## src/rtl/axi_rd_buffer.sv

```systemverilog
// AXI read-path buffer: an AR FIFO and an R FIFO in one block, plus an
// outstanding-burst counter that throttles AR issue to MAX_OUT in flight
// and flags R last beats that arrive with nothing outstanding.

// Generic FIFO with one-cycle push-to-valid latency. DEPTH=0 gives a
// combinational pass-through.
module axi_rd_buffer_fifo #(
    parameter int W     = 8,
    parameter int DEPTH = 2
) (
    input  logic         clk_i,
    input  logic         rst_ni,
    input  logic [W-1:0] in_pld_i,
    input  logic         in_valid_i,
    output logic         in_ready_o,
    output logic [W-1:0] out_pld_o,
    output logic         out_valid_o,
    input  logic         out_ready_i
);

    // Holds ready low through reset and releases it on the first clock after.
    logic init_q;
    always_ff @(posedge clk_i or negedge rst_ni) begin
        if (!rst_ni) init_q <= 1'b0;
        else         init_q <= 1'b1;
    end

    if (DEPTH == 0) begin : g_pass
        assign out_pld_o   = in_pld_i;
        assign out_valid_o = in_valid_i && init_q;
        assign in_ready_o  = out_ready_i && init_q;
    end else begin : g_fifo
        localparam int PW = (DEPTH > 1) ? $clog2(DEPTH) : 1;
        localparam int CW = $clog2(DEPTH + 1);

        logic [W-1:0]  mem_q [DEPTH];
        logic [PW-1:0] wptr_q, rptr_q;
        logic [CW-1:0] cnt_q;
        logic          full, push, pop;

        assign full        = (cnt_q == CW'(DEPTH));
        assign in_ready_o  = init_q && !full;
        assign out_valid_o = (cnt_q != '0);
        assign out_pld_o   = mem_q[rptr_q];
        assign push        = in_valid_i && in_ready_o;
        assign pop         = out_valid_o && out_ready_i;

        // Pointers wrap explicitly at DEPTH-1 so non-power-of-2 depths work.
        always_ff @(posedge clk_i or negedge rst_ni) begin
            if (!rst_ni) begin
                wptr_q <= '0;
                rptr_q <= '0;
                cnt_q  <= '0;
            end else begin
                if (push) wptr_q <= (wptr_q == PW'(DEPTH - 1)) ? '0 : wptr_q + PW'(1);
                if (pop)  rptr_q <= (rptr_q == PW'(DEPTH - 1)) ? '0 : rptr_q + PW'(1);
                if (push && !pop)      cnt_q <= cnt_q + CW'(1);
                else if (pop && !push) cnt_q <= cnt_q - CW'(1);
            end
        end

        // Storage needs no reset; occupancy alone decides what is visible.
        always_ff @(posedge clk_i) begin
            if (push) mem_q[wptr_q] <= in_pld_i;
        end
    end

endmodule

module axi_rd_buffer #(
    parameter int ADDR_W   = 32,
    parameter int DATA_W   = 64,
    parameter int ID_W     = 4,
    parameter int USER_W   = 1,
    parameter int AR_DEPTH = 2,
    parameter int R_DEPTH  = 4,
    parameter int MAX_OUT  = 8,
    localparam int AR_W    = ID_W + ADDR_W + USER_W + 29,
    localparam int R_W     = ID_W + DATA_W + USER_W + 2,
    localparam int CNT_W   = $clog2(MAX_OUT + 1)
) (
    input  logic             clk_i,
    input  logic             rst_ni,
    input  logic [AR_W-1:0]  s_ar_pld_i,
    input  logic             s_ar_valid_i,
    output logic             s_ar_ready_o,
    output logic [AR_W-1:0]  m_ar_pld_o,
    output logic             m_ar_valid_o,
    input  logic             m_ar_ready_i,
    input  logic [R_W-1:0]   m_r_pld_i,
    input  logic             m_r_last_i,
    input  logic             m_r_valid_i,
    output logic             m_r_ready_o,
    output logic [R_W-1:0]   s_r_pld_o,
    output logic             s_r_last_o,
    output logic             s_r_valid_o,
    input  logic             s_r_ready_i,
    output logic [CNT_W-1:0] out_cnt_o,
    output logic             err_underflow_o
);

    logic [CNT_W-1:0] cnt_q, cnt_d;
    logic             err_q, err_d;
    logic             can_issue;
    logic             ar_fifo_valid;
    logic             ar_hs, r_last_hs;

    assign can_issue = (cnt_q < CNT_W'(MAX_OUT));

    // Gating the FIFO's pop side also gates s_ar_ready_o in pass-through mode.
    axi_rd_buffer_fifo #(.W(AR_W), .DEPTH(AR_DEPTH)) u_ar_fifo (
        .clk_i       (clk_i),
        .rst_ni      (rst_ni),
        .in_pld_i    (s_ar_pld_i),
        .in_valid_i  (s_ar_valid_i),
        .in_ready_o  (s_ar_ready_o),
        .out_pld_o   (m_ar_pld_o),
        .out_valid_o (ar_fifo_valid),
        .out_ready_i (m_ar_ready_i && can_issue)
    );

    assign m_ar_valid_o = ar_fifo_valid && can_issue;

    // Last travels with the payload so bursts stay framed through the buffer.
    axi_rd_buffer_fifo #(.W(R_W + 1), .DEPTH(R_DEPTH)) u_r_fifo (
        .clk_i       (clk_i),
        .rst_ni      (rst_ni),
        .in_pld_i    ({m_r_pld_i, m_r_last_i}),
        .in_valid_i  (m_r_valid_i),
        .in_ready_o  (m_r_ready_o),
        .out_pld_o   ({s_r_pld_o, s_r_last_o}),
        .out_valid_o (s_r_valid_o),
        .out_ready_i (s_r_ready_i)
    );

    assign ar_hs     = m_ar_valid_o && m_ar_ready_i;
    assign r_last_hs = s_r_valid_o && s_r_ready_i && s_r_last_o;

    // Outstanding count: issue adds, completed burst subtracts; a completion
    // with nothing outstanding saturates at zero and latches the error flag.
    always_comb begin
        cnt_d = cnt_q;
        err_d = err_q;
        if (ar_hs && !r_last_hs) begin
            cnt_d = cnt_q + CNT_W'(1);
        end else if (r_last_hs && !ar_hs) begin
            if (cnt_q == '0) err_d = 1'b1;
            else             cnt_d = cnt_q - CNT_W'(1);
        end
    end

    // Counter and sticky error registers.
    always_ff @(posedge clk_i or negedge rst_ni) begin
        if (!rst_ni) begin
            cnt_q <= '0;
            err_q <= 1'b0;
        end else begin
            cnt_q <= cnt_d;
            err_q <= err_d;
        end
    end

    assign out_cnt_o       = cnt_q;
    assign err_underflow_o = err_q;

endmodule

```

## config.mk

```make
export PLATFORM = sky130hd
export DESIGN_NAME = axi_rd_buffer
export DESIGN_NICKNAME = d
export VERILOG_FILES = /design/src/rtl/axi_rd_buffer.sv
export SDC_FILE = /design/constraint.sdc
export NUM_CORES = 1
export LEC_CHECK = 0
export BUFFER_PORTS_ARGS = -buffer_cell sky130_fd_sc_hd__buf_2
export CORE_MARGIN = 3
export CORE_UTILIZATION = 58
export CTS_BUF_LIST = sky130_fd_sc_hd__clkbuf_8
export DETAILED_ROUTE_END_ITERATION = 10
export GPL_TIMING_DRIVEN = 0
export HOLD_SLACK_MARGIN = 0.15
export PLACE_DENSITY = 0.86
export RECOVER_POWER = 50
export SKIP_LAST_GASP = 1
export SLEW_MARGIN = 20
export SYNTH_ARGS = -nofsm -noshare
export SYNTH_HDL_FRONTEND = slang
export SYNTH_SLANG_ARGS = --single-unit
```

## constraint.sdc

```tcl
create_clock -name clk_i -period 4.93 [get_ports clk_i]
set_input_delay 0.493 -clock clk_i [delete_from_list [all_inputs] [get_ports clk_i]]
set_output_delay 0.493 -clock clk_i [all_outputs]
set_load 0.03 [all_outputs]
```

==> results.cfg <==
[run_status]
outcome = complete, but fails checks
violations = max-capacitance violations, max-slew violations

[global_route]
track_usage = 0.258
grt_pass1_vias = 9768
grt_max_degree = 52
grt_antenna_before_repair = 4
grt_pass1_wl_um = 58600
gr-total-overflow = 0

[cells_and_area]
regArea_um2 = 13000
syn_to_final_growth_pct = 28.0
finalInstanceArea_um2 = 20600
drive_gt1_frac = 0.339
finalNonFillerCells = 1599
n_fill_cell = 1469
multiInputGateArea_um2 = 2940
final_nets = 1337

[cts]
numCtsBuffers = 68
insertion_delay_ns = 0.58
clockBufferDepth = 3
clock-sinks = 437
htreeDepth = 3
cts_root_buffer = clkbuf_8
path_clk_slew_ns = 0.06
cts_tree = built
postCtsSetupBuffers = 0

[timing]
setup_viol = 0
relSlewSlack = -0.0626
period_share = 0.650
min_period_ns = 3.21
worstMarginPinSlew_ns = 1.59
drv_slew = 28
fmax_ghz = 0.312
fin_skew_ns = 0.0391
final_hold_viol_count = 0
grt_setup_unrepaired = false

[drt]
detail-route-antenna-nets = 0
dr.pass1.iters = 5
wirelength_um = 38000
viasPerCell = 5.60
initialDrtViolationCount = 733
drcViolationCount = 0
wl_per_cell_um = 23.7
num_vias = 8957

[die]
start_util = 0.595
core_um2 = 27100
rows = 60
die_h_um = 173
num_io_pins = 291
dieArea_um2 = 29800
die_w_um = 173

[yosys]
ys_ff_latch = 437
synth_top_cell_by_area = edfxtp_1
synth.avg_cell_area_um2 = 23.9
synth_area_leaders = edfxtp_1 (78%), mux4_2 (10%), mux2_2 (4.9%)
synth_area_um2 = 16100
ys_types = 32
yosys_warnings = 0
syn_nets = 831
synth_top_area_frac = 0.782
ys.flop_type = edfxtp_1
yosysMostFrequentCell = edfxtp_1
ys_async_sr_fraction = 0.0389
yosysSeqAreaShare = 0.809
synth_edf_count = 420
syn_inst = 674
yosys-top-cells-count = edfxtp_1 (420), mux4_2 (72), mux2_2 (70), dfrtp_1 (17)

[hold_path]
worstHoldPathCells = 3
hp-class = input port to register

[placement]
placed_cells = 1343
hpwl_um = 21100
post_dp_cell_area_um2 = 18300
gp_congestion = 0.780
io_buffers = 290

[setup_path]
r2r_cells = 10
cp_max_fo = 10
cp_data_required_time_ns = 4.44
critPathArrivalTime_ns = 2.71
crit_path_end_kind = output pin
critical_path_class = register to output pin
startpoint_type = register

[power_and_ir_drop]
ir_drop_v = 0.000394
power_density_nw_per_um2 = 564
p_leak_nw = 7.23

[job]
drv_cap = 1
[critical path, stage by stage, from the launching register on]
cell and delay [ns]:
dfrtp_1 0.35, clkbuf_1 0.53, buf_1 0.63, mux4_2 0.45, buf_2 0.20
[per-stage QoR]
step,setup TNS [ns],power [W],hold slack (ns),util,worst slack [ns]
after global placement,-40.37,0.00879,0.435,0.666,-0.619
after detailed placement,0,0.00888,0.443,0.673,2.15
after floorplan,0,0.00772,0.197,-,0.148
final,0,0.0116,0.299,0.762,1.72
after global routing,0,0.0122,0.297,0.762,1.62
after CTS,0,0.0116,0.266,0.768,1.95
[cell type report]
cell class                      instances  share of cell area
Tap cell                              372              0.0225
Inverter                                8             0.00145
Multi-Input combinational cell        206               0.143
Clock inverter                         44              0.0103
Buffer                                 23             0.00612
Antenna cell                            3            0.000364
Timing Repair Buffer                  436               0.139
Sequential cell                       437               0.631
Clock buffer                           70              0.0467
[cells by family after synthesis]
family,after synthesis,share of synthesized area
AOI/OAI and AO/OA,8,0.00396
xor gates and xnor gates,10,0.00543
adders and majority gates,13,0.0110
buffers and inverters,31,0.00978
DFF,437,0.809
muxes,145,0.152
other,1,0.000233
and+or+nand+nor,29,0.00939
[what timing repair did]
action                    in CTS  in global routing
hold buffers                 139                  0
gates resized for setup        0                  0
hold endpoints to repair     437                  0
[layout by cell type, fill, tap and decap left out, types with 2 or more instances in the layout]
master         Yosys  final
buf_2              9    170
and3_1             5      3
inv_6              0      3
inv_1              8     25
ha_1              11     11
xnor2_1            5      5
buf_12             0      2
clkbuf_1           0    129
dlygate4sd3_1      0    139
and3_4             0      2
mux2i_1            2      2
a21boi_0           1      2
buf_16             0      5
diode_2            0      3
nand2_1            6      6
clkbuf_8           0     70
clkinv_1           0     17
buf_1              6      6
edfxtp_1         420    420
xor2_1             5      5
buf_4              8      8
nor2_1            11     10
clkinv_2           0      3
dfrtp_1           17     17
a21o_1             2      2
mux4_2            72     72
fa_1               2      2
mux2_2            70     70
[report_power, final]
| group | internal [W] | switching, W | leakage [nW] |
|---|---|---|---|
| clock | 0.00133 | 0.00137 | 0.663 |
| combinational | 0.00155 | 0.00265 | 2.55 |
| sequential | 0.00458 | 0.000179 | 4.02 |
| total | 0.00745 | 0.00420 | 7.23 |
[state kept, by name, indices dropped and copies added (netlist names)]
signal,flops
err_underflow_o,1
out_cnt_o,4
u_ar_fifo.g_fifo.cnt_q,2
u_ar_fifo.g_fifo.mem_q,132
u_ar_fifo.g_fifo.rptr_q,1
u_ar_fifo.g_fifo.wptr_q,1
u_r_fifo.g_fifo.cnt_q,3
u_r_fifo.g_fifo.mem_q,288
u_r_fifo.g_fifo.rptr_q,2
u_r_fifo.g_fifo.wptr_q,2
u_r_fifo.init_q,1
[metal layers]
layer  part of all wire  global-route usage  vias to the layer above
met5            0.00034                   0                        -
met4              0.035              0.0963                        2
met3              0.097              0.0887                      109
met2               0.50               0.429                      517
met1               0.36               0.317                     4518
li1                   -                   -                     3811
[worst paths after layout]
kind | startpoint | end | slack [ns]
max | u_r_fifo.g_fifo.rptr_q[1] | s_r_pld_o[55] | 1.72
min | m_ar_ready_i | u_ar_fifo.g_fifo.rptr_q | 0.30
max reg2reg | u_r_fifo.g_fifo.rptr_q[1] | out_cnt_o[3] | 1.79
min reg2reg | err_underflow_o | err_underflow_o | 0.46
max in group asynchronous | rst_ni | u_r_fifo.g_fifo.wptr_q[1] | 3.71
min in group asynchronous | rst_ni | out_cnt_o[1] | 0.62
Power figures use the tool's default switching activity.
